<file path="config.mk">
export PLATFORM = sky130hd
export DESIGN_NAME = e10_trace_decoder
export DESIGN_NICKNAME = d
export VERILOG_FILES = /design/src/rtl/e10_trace_decoder.sv
export SDC_FILE = /design/constraint.sdc
export NUM_CORES = 1
export LEC_CHECK = 0
export CAP_MARGIN = 20
export CORE_UTILIZATION = 41
export DETAILED_ROUTE_END_ITERATION = 12
export PLACE_DENSITY_LB_ADDON = 0.3
export SLEW_MARGIN = 0
export SYNTH_ARGS = -nofsm -noshare
export SYNTH_HDL_FRONTEND = slang
export SYNTH_SLANG_ARGS = --single-unit
</file>
<file path="constraint.sdc">
create_clock -name clk -period 3.85 [get_ports clk]
set_clock_uncertainty 0.1 [all_clocks]
set_input_delay 0.9625 -clock clk [delete_from_list [all_inputs] [get_ports clk]]
set_output_delay 0.9625 -clock clk [all_outputs]
set_load 0.005 [all_outputs]
</file>
<file path="src/rtl/e10_trace_decoder.sv">
// Trace decoder for the e10 controller: maps each sampled y-code to a state,
// checks the transition against the legal successor table and keeps an error count and a tamper alarm.
module e10_trace_decoder #(
  parameter int unsigned ALARM_TH = 1
) (
  input  logic       clk,
  input  logic       rst,
  input  logic       smp,
  input  logic       y1,
  input  logic       y2,
  input  logic       y3,
  input  logic       y4,
  input  logic       y5,
  input  logic       y6,
  input  logic       y7,
  input  logic       y8,
  input  logic       y9,
  input  logic       y10,
  input  logic       y11,
  input  logic       y12,
  input  logic       y13,
  input  logic       clr,
  output logic [4:0] st,
  output logic       err,
  output logic       code_err,
  output logic [7:0] err_cnt,
  output logic       alarm
);

  localparam logic [7:0] ALARM_TH8 = ALARM_TH[7:0];

  typedef enum logic [1:0] {CODE_MAP, CODE_13, CODE_ZERO, CODE_BAD} code_kind_e;

  logic [13:1] y;
  assign y = {y13, y12, y11, y10, y9, y8, y7, y6, y5, y4, y3, y2, y1};

  code_kind_e kind;
  logic [4:0] tgt;

  // Literal bit k-1 corresponds to input yk.
  always_comb begin
    // NOTE: every always_comb output gets a default first so no path can infer a latch.
    kind = CODE_MAP;
    tgt  = 5'd0;
    unique case (y)
      13'h1100: tgt = 5'd2;
      13'h0003: tgt = 5'd3;
      13'h0110: tgt = 5'd4;
      13'h0017: tgt = 5'd5;
      13'h0440: tgt = 5'd6;
      13'h0170: tgt = 5'd7;
      13'h0140: tgt = 5'd8;
      13'h0001: tgt = 5'd9;
      13'h000D: tgt = 5'd10;
      13'h0002: tgt = 5'd11;
      13'h1010: tgt = 5'd12;
      13'h1030: tgt = 5'd14;
      13'h0A00: tgt = 5'd15;
      13'h0088: tgt = 5'd16;
      13'h1440: tgt = 5'd17;
      13'h0200: tgt = 5'd18;
      13'h1000: kind = CODE_13;
      13'h0000: kind = CODE_ZERO;
      default:  kind = CODE_BAD;
    endcase
  end

  // Bit n of the mask is set when state n is a legal successor.
  function automatic logic [19:0] succ_mask(input logic [4:0] s);
    logic [19:0] m;
    m = 20'h0;
    case (s)
      5'd1:  m = 20'h0003E;
      5'd2:  m = 20'h003D0;
      5'd3:  m = 20'h01C40;
      5'd4:  m = 20'h07C42;
      5'd5:  m = 20'h01140;
      5'd6:  m = 20'h04384;
      5'd7:  m = 20'h00380;
      5'd8:  m = 20'h38000;
      5'd9:  m = 20'h02100;
      5'd10: m = 20'h003A0;
      5'd11: m = 20'h40112;
      5'd12: m = 20'h38000;
      5'd13: m = 20'h80810;
      5'd14: m = 20'h48800;
      5'd15: m = 20'h28400;
      5'd16: m = 20'h00380;
      5'd17: m = 20'h0C4A0;
      5'd18: m = 20'h40112;
      5'd19: m = 20'h40110;
      default: m = 20'h0;
    endcase
    return m;
  endfunction

  logic [4:0] st_d;
  logic       err_d, code_err_d, inc;
  logic [7:0] cnt_base, cnt_d;
  logic       alarm_d;
  logic [19:0] mask;

  always_comb begin
    st_d       = st;
    err_d      = 1'b0;
    code_err_d = 1'b0;
    inc        = 1'b0;
    mask       = succ_mask(st);
    if (smp) begin
      unique case (kind)
        CODE_BAD: begin
          code_err_d = 1'b1;
          st_d       = 5'd0;
        end
        CODE_MAP: begin
          st_d = tgt;
          if (st != 5'd0 && !mask[tgt]) begin
            err_d = 1'b1;
            inc   = 1'b1;
          end
        end
        CODE_13: begin
          if (st == 5'd13)                    st_d = 5'd19;
          else if (st == 5'd4 || st == 5'd9)  st_d = 5'd13;
          else begin
            st_d  = 5'd0;
            err_d = (st != 5'd0);
            inc   = (st != 5'd0);
          end
        end
        CODE_ZERO: begin
          if (st == 5'd4 || st == 5'd11 || st == 5'd18) st_d = 5'd1;
          else if (st == 5'd15)                         st_d = 5'd15;
          else begin
            st_d  = 5'd0;
            err_d = (st != 5'd0);
            inc   = (st != 5'd0);
          end
        end
        default: st_d = st;
      endcase
    end
    // Clear first, then count, so a clear coinciding with an error leaves 1.
    cnt_base = clr ? 8'd0 : err_cnt;
    cnt_d    = (inc && cnt_base != 8'hFF) ? cnt_base + 8'd1 : cnt_base;
    alarm_d  = (alarm & ~clr) | (cnt_d >= ALARM_TH8);
  end

  always_ff @(posedge clk or negedge rst) begin
    if (!rst) begin
      st       <= 5'd1;
      err      <= 1'b0;
      code_err <= 1'b0;
      err_cnt  <= 8'd0;
      alarm    <= 1'b0;
    end else begin
      // NOTE: non-blocking assignments so all registers update from pre-edge values.
      st       <= st_d;
      err      <= err_d;
      code_err <= code_err_d;
      err_cnt  <= cnt_d;
      alarm    <= alarm_d;
    end
  end

endmodule

</file>
### After elaboration in Yosys (flattened, before gate mapping)

Memories as Yosys holds them, arrays and structs flattened.
Index checks and enable logic that the tools add are counted.
W data, S select, Z words.

| word-level totals | value |
|---|---|
| flip-flop bits (word level) | 16 |
| ROM bits | 608 |
| input port bits | 17 |
| logic and storage cells | 69 |
| memories kept | 1 |

Memories:

| memory | words | bits a word | read ports | clocked after memory_dff | wr ports | line | text |
|---|---|---|---|---|---|---|---|
| (name not given) | 32 | 19 | 1 | 0 | 0 | 72 | `case (s)` |

| operators by class | value |
|---|---|
| add/subtract/negate cells | 1 |
| magnitude comparators | 2 |
| equal/unequal tests | 27 |
| multiplexer cells | 20 |
| bitwise operators | 3 |
| reduce and logical (&&, ||, !) cells | 10 |

Operators with widths:

| kind | count |
|---|---|
| $pmux W5 S16 | 1 |
| $eq A13 B13 Y1 const B | 5 |
| $eq A13 B9 Y1 const B | 3 |
| $eq A13 B2 Y1 const B | 2 |
| $eq A5 B4 Y1 const B | 4 |
| $pmux W5 S4 | 1 |
| $mux W8 | 2 |
| $reduce_or A16 Y1 | 1 |
| $eq A13 B1 Y1 const B | 1 |
| $eq A13 B10 Y1 const B | 1 |
| $eq A13 B11 Y1 const B | 1 |
| $eq A13 B12 Y1 const B | 1 |
| $eq A13 B4 Y1 const B | 1 |
| $eq A13 B5 Y1 const B | 1 |
| $eq A13 B8 Y1 const B | 1 |
| $logic_not A13 Y1 | 1 |
| $mux W4 | 3 |
| $mux W1 | 9 |
| $add A8 B1 Y8 const B | 1 |
| $ge A8 B1 Y1 const B | 1 |
| $ne A8 B8 Y1 const B | 1 |
| $lt A5 B6 Y1 const B | 1 |
| $pmux W2 S3 | 1 |
| $bmux W1 S5 | 1 |
| 14 further kinds | 18 |

### Depth between registers and ports, before layout

Gate-level depths: netlist of the first run.

| logic depth | value |
|---|---|
| word-level depth | 13 |
| gate-level depth with buffers | 13 |

### Least setup slack after synthesis of the first run

OpenSTA, ideal clock, no wires.

| path | value |
|---|---|
| path kind | input to register |
| start point | input y3 |
| end point | register alarm |
| library setup time | 139 ps |
| data arrival time | 3842 ps |
| data required time | 3611 ps |
| path slack | -230 ps |
| stages | 13 |
| buffers on the path | 2 |
| path through | buf_2 > or4_4 > a2111oi_4 > o21ai_2 > buf_6 > a211o_1 > o211a_1 > o21ai_1 > a31o_2 > nand3_4 > o311ai_4 > o211ai_1 > or4_1 |

| between the ends | value |
|---|---|
| word-level cells in the longest chain between the ends | 13 |

RTL lines:

| item | line | text |
|---|---|---|
| from (decl) | 11 | `input logic y3,` |
| $eq A13 B10 Y1, or another cell as far along | 45 | `unique case (y)` |
| $pmux W5 S16 | 45 |  |
| $bmux W1 S5 | 117 | `if (st != 5'd0 && !mask[tgt]) begin` |
| $mux W1 (implied by the code) | 117 |  |
| $logic_not A1 Y1 | 117 |  |
| $logic_and A1 B1 Y1 | 117 |  |
| $mux W1 | 117 |  |
| $pmux W1 S3 * | 110 | `unique case (kind)` |
| $mux W1 * | 109 | `if (smp) begin` |
| $logic_and A1 B1 Y1 * | 145 | `cnt_d = (inc && cnt_base != 8'hFF) ? cnt_base + 8'd1 : cnt_base;` |
| $mux W8 * | 145 |  |
| $ge A8 B1 Y1 * | 146 | `alarm_d = (alarm & ~clr) \| (cnt_d >= ALARM_TH8);` |
| $or A1 B1 Y1 * | 146 |  |
| via alarm_d | 100 | `logic alarm_d;` |
| to (signal assigned) | 162 | `alarm <= alarm_d;` |
| to (decl) | 27 | `output logic alarm` |

Mark *: on every way through the listed nets, which the timed path passes. The rest lies on a longest branch. The select of a mux whose other input is x is not followed.
A chain may end at the register's enable or synchronous reset.

### Worst setup path after layout of the first run

| path | value |
|---|---|
| start point | input y10 |
| end point | register alarm |

| between the ends | value |
|---|---|
| word-level cells in the longest chain between the ends | 13 |

RTL lines:

| item | line | text |
|---|---|---|
| from (decl) | 18 | `input logic y10,` |
| $eq A13 B10 Y1, or another cell as far along | 45 |  |
| $pmux W5 S16 | 45 |  |
| $bmux W1 S5 | 117 |  |
| $mux W1 (implied by the code) | 117 |  |
| $logic_not A1 Y1 | 117 |  |
| $logic_and A1 B1 Y1 | 117 |  |
| $mux W1 | 117 |  |
| $pmux W1 S3 * | 110 |  |
| $mux W1 * | 109 |  |
| $logic_and A1 B1 Y1 * | 145 |  |
| $mux W8 * | 145 |  |
| $ge A8 B1 Y1 * | 146 |  |
| $or A1 B1 Y1 * | 146 |  |
| via alarm_d | 100 |  |

Marked as above.

==> results of run 1 <==
-- report_power, final --
part | internal, mW | leakage [nW] | switching, mW
Sequential | 0.172 | 0.212 | 0.00615
Combinational | 0.0794 | 1.19 | 0.0866
Clock | 0.0910 | 0.0288 | 0.0627
-- metrics by stage --
stage               power (mW)  setup TNS [ns]  instance area (um^2)  setup WS [ns]  cells
floorplan               0.2574         -0.1284                  2328        -0.1284    296
global placement        0.3300          -3.690                  3136        -0.7294    447
detailed placement      0.3313          -4.045                  3136        -0.7971    447
CTS                     0.4920         -0.1424                  3366        -0.1424    465
global route            0.5225         -0.2986                  3448        -0.2986    470
finish                  0.4972         -0.2012                  3448        -0.2012    470
-- kinds of logic after synthesis --
logic type / Yosys count / synth area share, %
muxes: 5 / 2.370
AOI/OAI and AO/OA: 87 / 28.83
buffers and inverters: 29 / 5.843
and+or+nand+nor: 147 / 39.31
adders and majority gates: 8 / 4.410
DFF: 16 / 17.70
xor gates and xnor gates: 4 / 1.544
-- flip-flops by register name, indices dropped and copies added, names as in the netlist --
register,count
st,5
err,1
code_err,1
err_cnt,8
alarm,1
-- layer usage --
layer  vias to the layer above  share of wire (%)  GRT usage [%]
met5                         -                  0              0
met4                         0                1.9          7.692
met3                        16                5.4          3.473
met2                       126                 49          47.66
met1                      1343                 43          34.19
li1                       1357                  -              -
-- what timing repair did --
item	4_1_cts	5_1_grt
gates cloned	0	0
setup buffers	14	5
gates resized for setup	74	20
pin swaps	16	24
setup endpoints to repair	8	2
-- worst paths after layout --
kind / start / to
worst max-delay path: y10 / alarm$_DFF_PN0_
worst min-delay path: st[0]$_DFFE_PN1P_ / st[0]$_DFFE_PN1P_
worst max register to register: st[1]$_DFFE_PN0P_ / alarm$_DFF_PN0_
worst min register to register: st[0]$_DFFE_PN1P_ / st[0]$_DFFE_PN1P_
max in group asynchronous: rst / code_err$_DFF_PN0_
min in group asynchronous: rst / err_cnt[5]$_DFF_PN0_
-- cells in the mapped netlist (3+ instances only) --
library cell	n
a2111o_1	3
a211o_1	3
a21o_1	3
a21oi_1	21
a31oi_1	4
and3_1	6
and4_1	3
buf_2	6
clkbuf_1	8
dfrtp_1	15
ha_1	8
inv_1	11
mux2_2	3
nand2_1	22
nand2b_1	3
nand3_1	17
nand3b_1	5
nand4_1	9
nor2_1	14
nor2b_1	12
nor3_1	10
nor4_1	7
nor4b_1	3
nor4bb_1	4
o211ai_1	5
o21ai_0	15
o21ai_2	3
o31ai_1	3
or2_2	5
or3_1	4
or4_1	4
xnor2_1	3
-- layout make-up --
class,instances,area share (%)
inverters,12,1.306
clock buffers,4,1.597
flip-flops and latches,16,11.65
repair buffers,117,27.39
multi-input cells,251,55.52
well taps,70,2.540
==> run summary, run 1 <==
Final Wtd Congestion: 0.9779
Post-synth ARST share: 100.0%
WP buf/inv: 2
total of max-cap violations: 0
relative slew slack: 50.82%
FF+latch count, synth: 16
Fill cells: 429
unrepaired setup endpoints after global routing: true
hold depth: 1
drt drc: 0
top cell type by total area after synthesis: dfrtp_1
CP Capture Type: flop
final WL: 7909 um
CP peak stage delay: 0.58 ns
Final Hold Viols: 0
CTS hold repair buffers: 0
Final ANT Viol Nets: 0
post-layout minimum cycle time: 4.051 ns
Antenna diodes: 0
type of origin of the critical path: input pin
worst slew pin tran: 0.7354 ns
CP arrival: 4.08 ns
Cell Area, Synth: 0.002270 mm^2
CTS H-tree lvls: 1
multi-input logic area: 0.001914 mm^2
CP cell instances: buf_2 -> or3b_4 -> a2111oi_4 -> buf_4 -> a2111o_1 -> or4b_4 -> o311ai_4 -> nor2_1 -> a21oi_1 -> o31a_1 -> a211o_1 -> o211ai_1 -> or4_1
post-synth net total: 321
largest net degree at the start of global routing: 18
Crit path required time: 3.88 ns
DIE AREA: 0.005837 mm^2
Hold Crit Class: reg -> reg
clock slew seen by the registers of the worst setup and hold paths: 0.07 ns
Fmax: 0.2468 GHz
number of cells on the worst reg-to-reg path: 14
final hold slack: 0.4657 ns
VDD IR-drop max: 0.0001341 V
Power per Cell Area: 144.2 mW/mm^2
antenna violations before repair: 0
Yosys top cell area share: 16.54%
Reg area: 401.6 um^2
Die Wd: 76.40 um
Longest Clk Path Bufs: 2
hpwl dp: 5774 um
Die Y: 76.40 um
Clk Latency, worst-skew pair: 0.26 ns
FP Rows: 26
I/O Pins: 33
CTS Sinks: 16
total global routing overflow: 0
fin nets: 426
max-slew violation count: 0
Synth Instances: 296
All-Layer GR Usage: 27.02%
endpoints failing setup: 1
Starting DRT DRC Count: 234
Vias/cell: 6.047
dominant delay contributor by cell family on the critical path: simple AND/OR/NAND/NOR gates
Synth warnings: 0
CP Class: in -> reg
root buffer cell: clkbuf_8
first-pass GRT wire length: 12900 um
Post-synth EDFFs: 0
WL per Instance: 16.83 um
area of the core: 0.005205 mm^2
vias in the first global route: 2745
Critical Path Stages: 13
failing checks: setup timing
final period utilization: 105.2%
clock tree from TritonCTS: done
via count: 2842
TritonRoute pass-1 iters: 5
r2r setup slk: 0.35 ns
CP Max Fanout: 8
register area share after synthesis: 17.70%
Initial Util: 43.61%
Area Overhead vs Synth: 51.93%
I/O Buffers: 32
Inserted Clock Buffers: 3
final core occ: 66.25%
fraction of final layout cells sized beyond drive strength 1: 38.25%
Synth cell types: 74
Critical-path top delay cell: or4b_4
Leak: 1.427 nW
top post-synthesis cells by area: dfrtp_1, a21oi_1, ha_1
status: finished, violations left
post-synthesis average cell area: 7.668 um^2
commonest non-fill, non-tap cell in the layout: buf_4
Worst Slack Setup Final: -0.2012 ns
top_reg_cell synth: dfrtp_1
commonest non-fill, non-tap cells in the layout: buf_4, nand2_1, a21oi_1, clkdlybuf4s50_1, nand3_1
Power figures use the tool's default switching activity.
==> run 2, diff against run 1 <==
--- a/config.mk
+++ b/config.mk
@@ -7,6 +7,7 @@
 export LEC_CHECK = 0
 export CAP_MARGIN = 20
 export CORE_UTILIZATION = 41
+export CTS_BUF_LIST = sky130_fd_sc_hd__clkbuf_16
 export DETAILED_ROUTE_END_ITERATION = 12
 export PLACE_DENSITY_LB_ADDON = 0.3
 export SLEW_MARGIN = 0
==> constraint.sdc (replaced) <==
create_clock -name clk -period 4.63 [get_ports clk]
set_clock_uncertainty 0.1 [all_clocks]
set_input_delay 1.1575 -clock clk [delete_from_list [all_inputs] [get_ports clk]]
set_output_delay 1.1575 -clock clk [all_outputs]
set_load 0.005 [all_outputs]
==> run summary, run 2 (same netlist as run 1, synthesis figures left out) <==
hpwl dp: 5833 um
post-layout minimum cycle time: 4.662 ns
placed insts: 443
reg2reg start: st[2]$_DFFE_PN0P_
largest register by flop count: err_cnt
Critical-path top delay cell: or4_4
met2 Resource Use GR: 42.43%
final period utilization: 100.7%
Longest Clk Path Bufs: 2
largest net degree at the start of global routing: 22
fin nets: 408
worst slew pin tran: 0.7032 ns
final WL: 8106 um
Final Wtd Congestion: 0.9798
Critical Path Stages: 12
Clk Latency, worst-skew pair: 0.25 ns
CP Class: in -> reg
TritonRoute pass-1 iters: 4
Final ANT Viol Nets: 0
DIE AREA: 0.005837 mm^2
Area Overhead vs Synth: 45.92%
Setup crit end: alarm$_DFF_PN0_
total global routing overflow: 0
max-slew violation count: 0
endpoints failing setup: 1
drt drc: 0
Fill cells: 468
CTS Sinks: 16
Final Hold Viols: 0
hold depth: 1
Crit path required time: 4.64 ns
sequential share of power: 34.2%
vias in the first global route: 2509
Starting DRT DRC Count: 247
failing checks: setup timing
CP peak stage delay: 0.60 ns
All-Layer GR Usage: 25.81%
Fmax: 0.2145 GHz
commonest non-fill, non-tap cell in the layout: buf_4
I/O Pins: 33
CP cell instances: clkdlybuf4s50_1 -> or4_4 -> or4_4 -> nand3_2 -> or3_1 -> o211ai_1 -> a32oi_2 -> a31o_2 -> nand3_4 -> o311ai_4 -> o211ai_1 -> or4_1
total of max-cap violations: 0
max FFs per register: 8
Non-Filler Instances: 452
antenna violations before repair: 0
commonest non-fill, non-tap cells in the layout: buf_4, clkdlybuf4s50_1, nand2_1
Antenna diodes: 0
Die Y: 76.40 um
Power per Cell Area: 134.6 mW/mm^2
fraction of final layout cells sized beyond drive strength 1: 29.84%
root buffer cell: clkbuf_16
dominant delay contributor by cell family on the critical path: simple AND/OR/NAND/NOR gates
met3 usage: 4.910%
combinational share of power: 28.1%
status: finished, violations left
Initial Util: 43.61%
Inserted Clock Buffers: 3
clock slew seen by the registers of the worst setup and hold paths: 0.05 ns
number of cells on the worst reg-to-reg path: 12
most used routing layer: met2
switch share: 28.97%
Hold Crit Class: reg -> reg
WL per Instance: 17.93 um
Die Wd: 76.40 um
VDD IR-drop max: 0.0001871 V
CTS H-tree lvls: 1
CP Max Fanout: 8
CP Launch Point: y2
dpl ws: -0.3392 ns
Net Switching: 0.1292 mW
P_int: 0.3167 mW
CP Capture Type: flop
first-pass GRT wire length: 12200 um
relative slew slack: 52.98%
CTS hold repair buffers: 0
Vias/cell: 6.217
via count: 2810
area of the core: 0.005205 mm^2
type of origin of the critical path: input pin
grt met1 use: 34.95%
clock tree from TritonCTS: done
reg2reg end: alarm$_DFF_PN0_
Leak: 1.375 nW
Regs by FF count: err_cnt (8), st (5)
Worst Slack Setup Final: -0.03177 ns
WP buf/inv: 1
clock share of power: 37.7%
FP Rows: 26
CP arrival: 4.67 ns
r2r setup slk: 1.05 ns
I/O Buffers: 32
run 2: metal layers:
metal / wire length (um) / vias up
met5: 0 / -
met4: 237 / 0
met3: 647 / 26
met2: 3742 / 165
met1: 3479 / 1294
li1: - / 1325
run 2: how the worst min path moves through the flow:
stage | start | end
after CTS | st[0]$_DFFE_PN1P_ | st[0]$_DFFE_PN1P_
after global placement | st[0]$_DFFE_PN1P_ | st[0]$_DFFE_PN1P_
final | st[0]$_DFFE_PN1P_ | st[0]$_DFFE_PN1P_
after detailed placement | st[0]$_DFFE_PN1P_ | st[0]$_DFFE_PN1P_
after floorplan | st[0]$_DFFE_PN1P_ | st[0]$_DFFE_PN1P_
after global routing | st[0]$_DFFE_PN1P_ | st[0]$_DFFE_PN1P_
run 2: layout make-up:
class | instances | area (um^2) | share of cell area, %
sequential | 16 | 401.6 | 12.13
multi-input combinational | 252 | 1871 | 56.48
inverter | 12 | 45.04 | 1.360
timing repair buffer | 98 | 828.3 | 25.01
tap | 70 | 87.58 | 2.645
clock buffer | 3 | 75.07 | 2.267
clock inverter | 1 | 3.754 | 0.1133
run 2: through the flow:
stage,total power [mW],hold WS (ns),instance area (um^2),TNS [ns],utilization (%)
5_1_grt,0.4633,0.4950,3312,-0.07169,63.63
2_1_floorplan,0.2115,0.4410,2270,0,-
3_5_place_dp,0.2723,0.4663,3055,-0.5601,58.70
3_3_place_gp,0.2723,0.4757,3055,-0.5306,58.70
6_report,0.4458,0.4713,3312,-0.03177,63.63
4_1_cts,0.4400,0.4799,3141,0,60.34
run 2: worst register-to-register path: stages (launching register included):
cell and delay (ns):
dfrtp_1 0.71, clkinv_1 0.43, ha_1 0.30, nand2_1 0.08, o21ai_0 0.09, nand3_1 0.10, o211ai_1 0.12, a32oi_2 0.29
a31o_2 0.22, nand3_4 0.12, o311ai_4 0.29, o211ai_1 0.15, or4_1 0.43
run 2: timing repair:
| item | CTS | global route |
|---|---|---|
| setup buffers | 0 | 4 |
| hold endpoints to repair | 0 | 0 |
| gates resized for setup | 4 | 29 |
| pin swaps | 1 | 15 |
| endpoints found under the setup margin | 1 | 3 |
| cloned | 0 | 1 |
run 2: power groups by stage:
stage | Clock (mW) | Sequential, mW | Combinational (mW)
global placement | 0 | 0.155 | 0.118
detailed placement | 0 | 0.155 | 0.118
floorplan | 0 | 0.148 | 0.0631
global route | 0.174 | 0.154 | 0.136
finish | 0.168 | 0.153 | 0.125
CTS | 0.169 | 0.153 | 0.118
